--- config.mk ---
export PLATFORM = sky130hd
export DESIGN_NAME = cpu_out_serializer_flat
export DESIGN_NICKNAME = d
export VERILOG_FILES = /design/src/rtl/cpu_out_pkg.sv /design/src/rtl/cpu_out_if.sv /design/src/rtl/cpu_out_fifo.sv /design/src/rtl/cpu_out_serializer.sv /design/src/flat_wrapper.sv
export SDC_FILE = /design/constraint.sdc
export NUM_CORES = 1
export LEC_CHECK = 0
export ABC_CLOCK_PERIOD_IN_PS = 2600
export CORE_MARGIN = 4
export CORE_UTILIZATION = 55
export CTS_BUF_LIST = sky130_fd_sc_hd__clkbuf_4
export DETAILED_ROUTE_END_ITERATION = 6
export GPL_TIMING_DRIVEN = 0
export PLACE_DENSITY = 0.75
export SLEW_MARGIN = 20
export SYNTH_ARGS = -nofsm -noshare
export SYNTH_HDL_FRONTEND = slang
export SYNTH_SLANG_ARGS = --single-unit
--- constraint.sdc ---
create_clock -name clk -period 2.6 [get_ports clk]
set_input_delay 0.52 -clock clk [delete_from_list [all_inputs] [get_ports clk]]
set_output_delay 0.52 -clock clk [all_outputs]
set_load 0.02 [all_outputs]
--- src/rtl/cpu_out_pkg.sv ---
// Shared types and constants for the CPU output serializer slice.
// The serializer state enum, the default word width and the frame length helpers live here.
package cpu_out_pkg;

    localparam int DATA_W     = 3;
    localparam int FRAME_BITS = DATA_W + 2;

    typedef enum logic [1:0] {
        IDLE  = 2'd0,
        START = 2'd1,
        DATA  = 2'd2,
        STOP  = 2'd3
    } ser_state_t;

    // Clock cycles occupied by one complete frame: start bit, data bits, stop bit.
    function automatic int frame_cycles(input int data_w, input int bit_cycles);
        return (data_w + 2) * bit_cycles;
    endfunction

endpackage

--- src/rtl/cpu_out_if.sv ---
// CPU-side word handshake plus serial line and status outputs of the serializer.
// The serializer sits on the slave modport; the CPU or bench drives the master modport.
interface cpu_out_if #(
    parameter int DATA_W = cpu_out_pkg::DATA_W,
    parameter int DEPTH  = 4
) ();

    localparam int CNT_W = $clog2(DEPTH) + 1;

    logic [DATA_W-1:0] in_data;
    logic              in_valid;
    logic              in_ready;
    logic              tx;
    logic              busy;
    logic [CNT_W-1:0]  count;
    logic              overflow;

    modport master (
        output in_data,
        output in_valid,
        input  in_ready,
        input  tx,
        input  busy,
        input  count,
        input  overflow
    );

    modport slave (
        input  in_data,
        input  in_valid,
        output in_ready,
        output tx,
        output busy,
        output count,
        output overflow
    );

endinterface

--- src/rtl/cpu_out_fifo.sv ---
// Small word FIFO in front of the serializer, with occupancy count and full/empty flags.
// Read data is combinational from the head so the serializer can load a word on the pop edge.
module cpu_out_fifo #(
    parameter int DATA_W = 3,
    parameter int DEPTH  = 4
) (
    input  logic                       clk,
    input  logic                       reset,
    input  logic                       push,
    input  logic                       pop,
    input  logic [DATA_W-1:0]          wr_data,
    output logic [DATA_W-1:0]          rd_data,
    output logic                       full,
    output logic                       empty,
    output logic [$clog2(DEPTH):0]     count
);

    localparam int PTR_W = $clog2(DEPTH);
    localparam int CNT_W = PTR_W + 1;

    logic [DATA_W-1:0] mem [DEPTH];
    logic [PTR_W-1:0]  wr_ptr_reg;
    logic [PTR_W-1:0]  rd_ptr_reg;
    logic [CNT_W-1:0]  count_reg;
    logic [CNT_W-1:0]  count_next;
    logic              do_push;
    logic              do_pop;

    assign full  = (count_reg == CNT_W'(DEPTH));
    assign empty = (count_reg == '0);
    assign count = count_reg;

    // A full FIFO refuses a push even when a pop frees a slot on the same edge.
    assign do_push = push && !full;
    assign do_pop  = pop && !empty;

    always_comb begin
        count_next = count_reg;
        case ({do_push, do_pop})
            2'b10:   count_next = count_reg + 1'b1;
            2'b01:   count_next = count_reg - 1'b1;
            default: count_next = count_reg;
        endcase
    end

    always_ff @(posedge clk) begin
        if (do_push && reset) begin
            mem[wr_ptr_reg] <= wr_data;
        end
    end

    // DEPTH is a power of two, so pointer wrap is the natural rollover.
    always_ff @(posedge clk) begin
        if (!reset) begin
            wr_ptr_reg <= '0;
            rd_ptr_reg <= '0;
            count_reg  <= '0;
        end else begin
            if (do_push) begin
                wr_ptr_reg <= wr_ptr_reg + 1'b1;
            end
            if (do_pop) begin
                rd_ptr_reg <= rd_ptr_reg + 1'b1;
            end
            count_reg <= count_next;
        end
    end

    assign rd_data = mem[rd_ptr_reg];

endmodule

--- src/rtl/cpu_out_serializer.sv ---
// Buffers CPU output words and sends each as a start/data/stop frame on tx, LSB first.
// A word waiting at the end of a stop bit starts the next frame directly, with no idle gap.
module cpu_out_serializer #(
    parameter int DATA_W     = cpu_out_pkg::DATA_W,
    parameter int DEPTH      = 4,
    parameter int BIT_CYCLES = 4
) (
    input  logic     clk,
    input  logic     reset,
    cpu_out_if.slave bus
);

    import cpu_out_pkg::*;

    localparam int CNT_W  = $clog2(DEPTH) + 1;
    localparam int CYC_W  = (BIT_CYCLES > 1) ? $clog2(BIT_CYCLES) : 1;
    localparam int BIDX_W = (DATA_W > 1) ? $clog2(DATA_W) : 1;

    ser_state_t        state_reg;
    ser_state_t        state_next;
    logic [CYC_W-1:0]  cyc_reg;
    logic [CYC_W-1:0]  cyc_next;
    logic [BIDX_W-1:0] bit_reg;
    logic [BIDX_W-1:0] bit_next;
    logic [DATA_W-1:0] shift_reg;
    logic [DATA_W-1:0] shift_next;
    logic              tx_reg;
    logic              tx_next;
    logic              overflow_reg;

    logic              fifo_push;
    logic              fifo_pop;
    logic [DATA_W-1:0] fifo_rd_data;
    logic              fifo_full;
    logic              fifo_empty;
    logic [CNT_W-1:0]  fifo_count;
    logic              ready;
    logic              bit_end;

    // Not ready while reset is held so nothing is accepted into a FIFO being cleared.
    assign ready     = reset && !fifo_full;
    assign fifo_push = bus.in_valid && ready;

    cpu_out_fifo #(
        .DATA_W (DATA_W),
        .DEPTH  (DEPTH)
    ) u_fifo (
        .clk     (clk),
        .reset   (reset),
        .push    (fifo_push),
        .pop     (fifo_pop),
        .wr_data (bus.in_data),
        .rd_data (fifo_rd_data),
        .full    (fifo_full),
        .empty   (fifo_empty),
        .count   (fifo_count)
    );

    assign bit_end = (cyc_reg == CYC_W'(BIT_CYCLES - 1));

    always_comb begin
        state_next = state_reg;
        cyc_next   = cyc_reg;
        bit_next   = bit_reg;
        shift_next = shift_reg;
        fifo_pop   = 1'b0;
        case (state_reg)
            IDLE: begin
                if (!fifo_empty) begin
                    fifo_pop   = 1'b1;
                    shift_next = fifo_rd_data;
                    cyc_next   = '0;
                    state_next = START;
                end
            end
            START: begin
                if (bit_end) begin
                    cyc_next   = '0;
                    bit_next   = '0;
                    state_next = DATA;
                end else begin
                    cyc_next = cyc_reg + 1'b1;
                end
            end
            DATA: begin
                if (bit_end) begin
                    cyc_next = '0;
                    if (bit_reg == BIDX_W'(DATA_W - 1)) begin
                        state_next = STOP;
                    end else begin
                        bit_next   = bit_reg + 1'b1;
                        shift_next = shift_reg >> 1;
                    end
                end else begin
                    cyc_next = cyc_reg + 1'b1;
                end
            end
            STOP: begin
                if (bit_end) begin
                    cyc_next = '0;
                    if (!fifo_empty) begin
                        fifo_pop   = 1'b1;
                        shift_next = fifo_rd_data;
                        state_next = START;
                    end else begin
                        state_next = IDLE;
                    end
                end else begin
                    cyc_next = cyc_reg + 1'b1;
                end
            end
            default: begin
                state_next = IDLE;
            end
        endcase
    end

    // tx is decoded from the next state and registered so the line never glitches.
    always_comb begin
        tx_next = 1'b1;
        case (state_next)
            START:   tx_next = 1'b0;
            DATA:    tx_next = shift_next[0];
            default: tx_next = 1'b1;
        endcase
    end

    always_ff @(posedge clk) begin
        if (!reset) begin
            state_reg <= IDLE;
            cyc_reg   <= '0;
            bit_reg   <= '0;
            shift_reg <= '0;
            tx_reg    <= 1'b1;
        end else begin
            state_reg <= state_next;
            cyc_reg   <= cyc_next;
            bit_reg   <= bit_next;
            shift_reg <= shift_next;
            tx_reg    <= tx_next;
        end
    end

    always_ff @(posedge clk) begin
        if (!reset) begin
            overflow_reg <= 1'b0;
        end else if (bus.in_valid && !ready) begin
            overflow_reg <= 1'b1;
        end
    end

    assign bus.in_ready = ready;
    assign bus.tx       = tx_reg;
    assign bus.busy     = (state_reg != IDLE);
    assign bus.count    = fifo_count;
    assign bus.overflow = overflow_reg;

endmodule

--- src/flat_wrapper.sv ---
// flat-port wrapper written by rule: the top's interface ports become plain ports
module cpu_out_serializer_flat import cpu_out_pkg::*;
#(
    parameter int DATA_W     = cpu_out_pkg::DATA_W,
    parameter int DEPTH      = 4,
    parameter int BIT_CYCLES = 4
)
  (clk, reset, bus_in_data, bus_in_valid, bus_in_ready, bus_tx, bus_busy, bus_count, bus_overflow);
  cpu_out_if #(.DATA_W(DATA_W), .DEPTH(DEPTH)) bus_i ();
  input  logic clk;
  input  logic reset;
  input wire logic [$bits(bus_i.in_data)-1:0] bus_in_data;
  input wire logic [$bits(bus_i.in_valid)-1:0] bus_in_valid;
  output wire logic [$bits(bus_i.in_ready)-1:0] bus_in_ready;
  output wire logic [$bits(bus_i.tx)-1:0] bus_tx;
  output wire logic [$bits(bus_i.busy)-1:0] bus_busy;
  output wire logic [$bits(bus_i.count)-1:0] bus_count;
  output wire logic [$bits(bus_i.overflow)-1:0] bus_overflow;
  assign bus_i.in_data = bus_in_data;
  assign bus_i.in_valid = bus_in_valid;
  assign bus_in_ready = bus_i.in_ready;
  assign bus_tx = bus_i.tx;
  assign bus_busy = bus_i.busy;
  assign bus_count = bus_i.count;
  assign bus_overflow = bus_i.overflow;
  cpu_out_serializer #(.DATA_W(DATA_W), .DEPTH(DEPTH), .BIT_CYCLES(BIT_CYCLES)) u_core (.clk(clk), .reset(reset), .bus(bus_i));
endmodule
; ---- Word level (Yosys, flattened, before mapping)
; Memory sizes are Yosys's and may differ from the RTL's. A register that Yosys moved wholly into a read port is not among the register bits.
; Index checks and enable logic that the tools add are counted.
[op_classes]
n_reduce_logical = 18
eq_ne = 15
add_sub_neg = 6
magnitude_cmp = 0
n_shift = 0
bitwise_logic = 0
n_mul = 0
mux = 28
div = 0
[op_table]
columns = cell, n
row1 = $mux 2, 12
row2 = $eq 2x2->1 const B, 6
row3 = $mux 3, 4
row4 = $pmux 3 s3, 1
row5 = $add 2x1->2 const B, 4
row6 = $pmux 2 s2, 2
row7 = $pmux 2 s4, 1
row8 = $reduce_and 4->1, 2
row9 = $eq 2x1->1 const B, 3
row10 = $logic_and 1x1->1, 6
row11 = $ne 2x1->1 const B, 3
row12 = $pmux 3 s2, 1
row13 = $reduce_bool 2->1, 3
row14 = $mux 1, 5
row15 = $ne 2x2->1 const B, 2
row16 = $pmux 1 s2, 2
row17 = $add 3x1->3 const B, 1
row18 = $eq 3x3->1 const B, 1
row19 = $logic_not 1->1, 3
row20 = $logic_not 3->1, 1
row21 = $reduce_bool 3->1, 1
row22 = $reduce_or 3->1, 1
row23 = $sub 3x1->3 const B, 1
row24 = $logic_not 2->1, 1
[totals]
mem_count = 1
ram_bits = 12
out_inout_bits = 7
ff_bits = 18
latch_bits = 0
rom_bits = 0
inputBits = 6
wordCells = 78
[mem_list]
columns = name, depth, width, rd, rd_clocked_by_memory_dff, write_ports, line
row1 = u_core.u_fifo.mem, 4, 3, 1, 1, 1, cpu_out_fifo.sv:21  ; logic [DATA_W-1:0] mem [DEPTH];

; ---- Logic depth before layout (Yosys ltp)
[logic_depth]
word_depth = 8
depth_mapped = 10

; ---- By module
; A second synthesis with hierarchy kept.
[hier_totals]
hier_cells = 161
area_unflattened_um2 = 1705.4
[modules_own_cells]
columns = mod, area_each_um2, instances, cells_per_inst, seq_area_each_um2
row1 = cpu_out_fifo, 922.1, 1, 69, 540.5
row2 = cpu_out_serializer, 783.3, 1, 92, 220.2

; ---- Worst setup path after synthesis
; No wires, ideal clock.
[synth_path]
path_type = reg-to-reg
start = register u_core.u_fifo.count_reg[0], in the netlist u_core.u_fifo.count[0]
end = register u_core.u_fifo.count_reg[2], in the netlist u_core.u_fifo.count[2]
setup_slack_ns = 0.330
path_buffers = 0
setup_ns = 0.070
path_stages_with_launch = 11
t_arrival_ns = 2.200
required_ns = 2.530
cell_sequence = dfxtp_1 -> nor2_1 -> a21oi_2 -> and2_2 -> inv_1 -> ha_1 -> inv_1 -> fa_1 -> xor2_1 -> or3_1 -> a21oi_1
[synth_via]
elab_chain_cells = 7
word_cells_on_any_way = 17
classes_between = 2 x add/sub / 3 x eq/ne / 4 x mux / 8 x reduce/logical
[synth_lines]
columns = item, line
row1 = start: declaration, cpu_out_fifo.sv:24  ; logic [CNT_W-1:0] count_reg;
row2 = start signal: assignment, cpu_out_fifo.sv:65  ; count_reg <= count_next;
row3 = $eq 3x3->1 *, cpu_out_fifo.sv:29  ; assign full = (count_reg == CNT_W'(DEPTH));
row4 = $logic_not 1->1 *, cpu_out_serializer.sv:41  ; assign ready = reset && !fifo_full;
row5 = $logic_and 1x1->1 *, cpu_out_serializer.sv:41
row6 = named net bus_in_ready, flat_wrapper.sv:14  ; output wire logic [$bits(bus_i.in_ready)-1:0] bus_in_ready;
row7 = $logic_and 1x1->1 *, cpu_out_serializer.sv:42  ; assign fifo_push = bus.in_valid && ready;
row8 = $logic_and 1x1->1 *, cpu_out_fifo.sv:34  ; assign do_push = push && !full;
row9 = $eq 2x1->1 or $eq 2x2->1 (tied branches), cpu_out_fifo.sv:39  ; case ({do_push, do_pop})
row10 = $pmux 3 s2 or $reduce_bool 2->1 (tied branches), --
; Mark *: on every way through the listed nets, which the timed path passes. The rest lies on a longest branch.
; A chain may end at the register's enable or synchronous reset.

; ---- Final worst setup path
[layout_path]
start = register u_core.state_reg[0]
end = register u_core.u_fifo.count_reg[2], in the netlist u_core.u_fifo.count[2]
[layout_via]
elab_chain_cells = 5
word_cells_on_any_way = 8
classes_between = 3 x eq/ne / 2 x mux / 3 x reduce/logical
[layout_lines]
columns = item, line
row1 = start: declaration, cpu_out_serializer.sv:19  ; ser_state_t state_reg;
row2 = start signal: assignment, cpu_out_serializer.sv:136  ; state_reg <= state_next;
row3 = $eq 2x2->1 or $logic_not 2->1 (tied branches), cpu_out_serializer.sv:67  ; case (state_reg)
row4 = $pmux 1 s2 *, cpu_out_serializer.sv:67
row5 = $logic_and 1x1->1 *, cpu_out_fifo.sv:35  ; assign do_pop = pop && !empty;
row6 = $eq 2x1->1 or $eq 2x2->1 (tied branches), cpu_out_fifo.sv:39
row7 = $pmux 3 s2 or $reduce_bool 2->1 (tied branches), --
; Every way passes the cells marked *; elsewhere a longest branch is shown, timed or not.

==> tab_implementation.tex <==
\begin{tabular}{lr}
\hline
Metric & Value \\
\hline
\multicolumn{2}{l}{\textbf{Run status}} \\
\quad Outcome & completed \\
\multicolumn{2}{l}{\textbf{Power and ir drop}} \\
\quad Ratio of total power to cell area & just under 1000 nW/um\^{}2 \\
\quad Internal & about 1100 uW \\
\quad Leak Pwr & a little over 0.0007 uW \\
\quad Switching portion of total power & 0.368 \\
\quad Sequential share of power & 0.389 \\
\quad Sw power & roughly 660 uW \\
\quad Logic pwr share & 0.412 \\
\quad Share of total power in the clock network & 0.199 \\
\quad Peak supply drop & $\sim$0.97 mV \\
\multicolumn{2}{l}{\textbf{CTS}} \\
\quad Clock Tree Buf Depth & 2 \\
\quad Clk pin slew, worst setup/hold paths & approximately 100 ps \\
\quad Number of buffers created by CTS & 5 \\
\quad Sinks on Clock Net & 32 \\
\quad TritonCTS clock tree & yes \\
\quad Root Buffer Master & sky130\_fd\_sc\_hd\_\_clkbuf\_4 \\
\quad Number of buffers inserted by hold repair at cts & 0 \\
\quad Number of levels in the clock H-tree & 2 \\
\quad Worst-Skew Late Latency & 330 ps \\
\multicolumn{2}{l}{\textbf{Worst hold path}} \\
\quad Start point of the worst hold path & u\_core.cyc\_reg[1] \\
\quad Hold Path Depth & 2 \\
\quad Sink of the worst hold path & u\_core.cyc\_reg[1] \\
\quad Worst min-delay path class & reg2reg \\
\multicolumn{2}{l}{\textbf{Cells and area}} \\
\quad Final-layout fill cell count & 197 \\
\quad Share of cells above drive strength 1 & 0.140 \\
\quad Finished Core Util & 0.708 \\
\quad Max reg flops & 12 \\
\quad Ant. Diodes & 0 \\
\quad Fin cells & about 190 \\
\quad Layout Nets & roughly 180 \\
\quad Relative area change from synthesis to final layout & 17.6\% \\
\multicolumn{2}{l}{\textbf{Critical path}} \\
\quad Required arrival time at the worst endpoint & roughly 2900 ps \\
\quad Worst reg-to-reg setup slack & 200 ps \\
\quad Critical Path Max Stage Delay & approximately 380 ps \\
\quad Startpoint class of the critical path & register \\
\quad Critical register-to-register path endpoint & u\_core.u\_fifo.count[2] \\
\quad Worst endpoint data arrival time & between 2000 and 3000 ps \\
\quad Critical register-to-register path startpoint & u\_core.state\_reg[0] \\
\quad Endpoint kind of the worst setup timing path & register \\
\quad Worst reg2reg path depth & 9 \\
\quad Sequence of cells on the critical path & inv\_1, ha\_1, nor3\_4, ha\_1, inv\_1, fa\_1, xor2\_1, or3\_1, a21oi\_1 \\
\quad Slowest cell on the critical path & sky130\_fd\_sc\_hd\_\_dfxtp\_2 \\
\quad CP Max Fanout & 5 \\
\quad Class of the most critical setup path & reg2reg \\
\multicolumn{2}{l}{\textbf{Timing}} \\
\quad Final critical path time including I/O delays and setup & around 2400 ps \\
\quad Final critical-path share of the clock period & 0.924 \\
\quad Min setup slack post-route & 198 ps \\
\quad Unrepaired setup endpoints after global routing & false \\
\quad Clock skew & a little under 8 ps \\
\quad Worst Max-Slew Pin Slew & $\sim$470 ps \\
\quad Final setup violation count & 0 \\
\quad Total count of hold-check failures in the final report & 0 \\
\quad Tightest slew margin relative to the limit & 0.688 \\
\quad Max Freq & 416 MHz \\
\quad Max-slew violation count & 0 \\
\multicolumn{2}{l}{\textbf{Synthesis}} \\
\quad Number of standard cells after synthesis & $\sim$140 \\
\quad Synthesized area & 1550 um\^{}2 \\
\quad Number of synthesized register bits & 32 \\
\quad Post-Synth Adder-Cell Area & 0.110 \\
\quad Yosys Warn Count & 0 \\
\quad Top area cells in the synthesized netlist & sky130\_fd\_sc\_hd\_\_dfxtp\_1 26\%, sky130\_fd\_sc\_hd\_\_edfxtp\_1 23\%, sky130\_fd\_sc\_hd\_\_ha\_1 9.7\% \\
\quad Combinational family with the most area after synthesis & simple AND/OR/NAND/NOR gates \\
\quad Yosys cell types & 40 \\
\quad Post-synthesis xor/xnor area fraction & 0.0283 \\
\quad Fraction of the mapped netlist area in compound gates & 0.123 \\
\quad Average size of a mapped cell & 11.0 um\^{}2 \\
\quad Post-synth top area cell & sky130\_fd\_sc\_hd\_\_dfxtp\_1 \\
\quad Fraction of synthesized area in multiplexers & 0.0591 \\
\quad Number of nets produced by synthesis & 160 \\
\quad Post-synth top area share & 0.259 \\
\quad Simple logic cell fraction of the synthesized area & 0.159 \\
\quad Share of synthesized area occupied by flip-flops and latches & 0.492 \\
\multicolumn{2}{l}{\textbf{Global routing}} \\
\quad Maximum number of pins on one net before global-route repair & 11 \\
\quad Total overflow reported by the global router & 0 \\
\quad First-pass GRT wire length & between 4000 and 5000 um \\
\quad Total global routing track utilization & 0.182 \\
\quad Vias in the first global route & 1087 \\
\quad Initial antenna violation count & 0 \\
\multicolumn{2}{l}{\textbf{Placement}} \\
\quad Routability-driven placement congestion ratio & approximately 0.79 \\
\quad Port Buf Inserts & 12 \\
\quad DP HPWL & between 2000 and 2500 um \\
\quad Number of instances in the placed design & about 180 \\
\quad Worst setup slack after placement & -273 ps \\
\multicolumn{2}{l}{\textbf{Floorplanning}} \\
\quad Starting utilization of the core area & 0.602 \\
\quad Total number of placement rows & 18 \\
\quad Overall die height & 61.0 um \\
\quad Die area & 3720 um\^{}2 \\
\quad Top-level I/O count & 13 \\
\quad Width of the die & $\sim$61 um \\
\quad Core Area & around 2600 um\^{}2 \\
\multicolumn{2}{l}{\textbf{Routing}} \\
\quad Vias after detailed routing & roughly 1100 \\
\quad Final ANT Viol Nets & 0 \\
\quad Number of DRC markers in iteration 0 & 66 \\
\quad DRC violation count after routing & 0 \\
\quad Detail-routed via count per cell & $\sim$5.6 \\
\quad Sum of routed wire length over all layers & 2910 um \\
\quad Detailed-routing iteration count for the pre-antenna-repair pass & 4 \\
\quad Average routed wire per standard cell & $\sim$15 um \\
\multicolumn{2}{l}{\textbf{Flow run}} \\
\quad Max-cap violation count & 0 \\
\hline
\end{tabular}
-- power by group through the flow --
stage	clock (uW)	sequential (uW)	combinational [uW]
CTS	367	699	715
global placement	0	699	678
floorplan	0	723	497
finish	359	700	741
global route	385	714	826
detailed placement	0	710	711
-- cell usage after synthesis (all sizes together) --
cell type  count
a31oi          2
inv           11
o21ba          1
and3b          1
nor2          17
o2bb2ai        1
xor2           3
a21boi         1
ha            12
nand3b         2
mux4           3
o31ai          1
a21oi          9
or3            1
edfxtp        12
dfxtp         20
o211ai         1
xnor2          2
a22oi          2
nand2b         3
fa             1
nand2          7
a32oi          1
o32a           1
nor3           5
and3           5
and2           2
o21ai          8
mux2i          2
nor2b          2
buf            1
nand3          1
-- worst max-delay path: cells and delay by family, from the launching register on --
kind            cells  cell delay [ps]
flops               1              380
simple gates        2              560
buf+inv             2              160
compound gates      1              140
xor+xnor            1              160
fa+ha+maj           3              930
-- kinds of logic after synthesis --
kind of cell,after synthesis
AO/OA/AOI/OAI,28
XOR/XNOR,5
adder cells (fa/ha/maj),13
buffers and inverters,12
flip-flops,32
multiplexers,5
AND/OR/NAND/NOR,46
-- routing by layer --
layer	vias to the layer above	routed length, um	track usage	share of wire
li1	542	-	-	-
met1	523	1220	0.209	0.42
met2	25	1520	0.310	0.52
met3	6	132	0.0629	0.045
met4	0	44	0.0712	0.015
met5	-	0	0	0
-- worst max-delay path by stage --
| stage | startpoint | end | slack [ps] | cells after the start |
|---|---|---|---|---|
| 2_1_floorplan | u_core.u_fifo.count[0] | u_core.u_fifo.count[2] | 330 | 10 |
| 3_5_place_dp | reset | u_core.u_fifo.count[2] | -270 | 11 |
| 3_3_place_gp | reset | u_core.u_fifo.count[2] | -200 | 11 |
| 5_1_grt | u_core.cyc_reg[0] | u_core.u_fifo.count[2] | 20 | 9 |
| 4_1_cts | reset | bus_in_ready | 30 | 4 |
| 6_report | u_core.state_reg[0] | u_core.u_fifo.count[2] | 200 | 9 |
-- repair_timing --
item,4_1_cts,5_1_grt
gates resized for setup,0,6
endpoints found under the hold margin,0,0
setup endpoints to repair,0,2
buffers inserted,0,3
-- area by class of cell --
type | instances | area, um^2 | share of cell area
flip-flops and latches | 32 | 763 | 0.420
clock buffers | 5 | 37.5 | 0.0206
repair buffers | 15 | 145 | 0.0798
multi-input cells | 97 | 749 | 0.412
inverters | 11 | 43.8 | 0.0241
plain buffers | 1 | 3.75 | 0.00206
clock inverters | 3 | 37.5 | 0.0206
well taps | 30 | 37.5 | 0.0206
-- cells in the final DEF, fill, tap and decap left out, types with 2 or more instances in the layout --
cell | netlist | final
sky130_fd_sc_hd__edfxtp_1 | 12 | 12
sky130_fd_sc_hd__nand2_1 | 6 | 6
sky130_fd_sc_hd__xor2_1 | 3 | 3
sky130_fd_sc_hd__nor3_1 | 3 | 3
sky130_fd_sc_hd__dfxtp_1 | 20 | 18
sky130_fd_sc_hd__nand3b_1 | 2 | 2
sky130_fd_sc_hd__clkinv_1 | 0 | 2
sky130_fd_sc_hd__dfxtp_2 | 0 | 2
sky130_fd_sc_hd__a31oi_1 | 2 | 2
sky130_fd_sc_hd__mux2i_1 | 2 | 2
sky130_fd_sc_hd__inv_1 | 10 | 10
sky130_fd_sc_hd__nor3_4 | 1 | 2
sky130_fd_sc_hd__and3_1 | 5 | 5
sky130_fd_sc_hd__clkbuf_4 | 0 | 5
sky130_fd_sc_hd__xnor2_1 | 2 | 2
sky130_fd_sc_hd__nand2b_1 | 3 | 3
sky130_fd_sc_hd__ha_1 | 12 | 11
sky130_fd_sc_hd__buf_4 | 0 | 3
sky130_fd_sc_hd__nor2_1 | 17 | 17
sky130_fd_sc_hd__a22oi_1 | 2 | 2
sky130_fd_sc_hd__o21ai_0 | 7 | 7
sky130_fd_sc_hd__a21oi_1 | 7 | 7
sky130_fd_sc_hd__a21oi_2 | 2 | 2
sky130_fd_sc_hd__mux4_2 | 2 | 2
sky130_fd_sc_hd__nor2b_1 | 2 | 2
sky130_fd_sc_hd__clkdlybuf4s50_1 | 0 | 11
-- per-stage QoR --
| stage | hold WS, ps | setup TNS, ps | cell area, um^2 | total power [uW] |
|---|---|---|---|---|
| 2_1_floorplan | 447 | 0 | 1550 | 1220 |
| 3_5_place_dp | 472 | -310 | 1700 | 1420 |
| 3_3_place_gp | 456 | -204 | 1700 | 1380 |
| 4_1_cts | 486 | 0 | 1780 | 1780 |
| 6_report | 480 | 0 | 1820 | 1800 |
| 5_1_grt | 502 | 0 | 1820 | 1930 |
No activity file was read; power rests on OpenSTA's default activity.
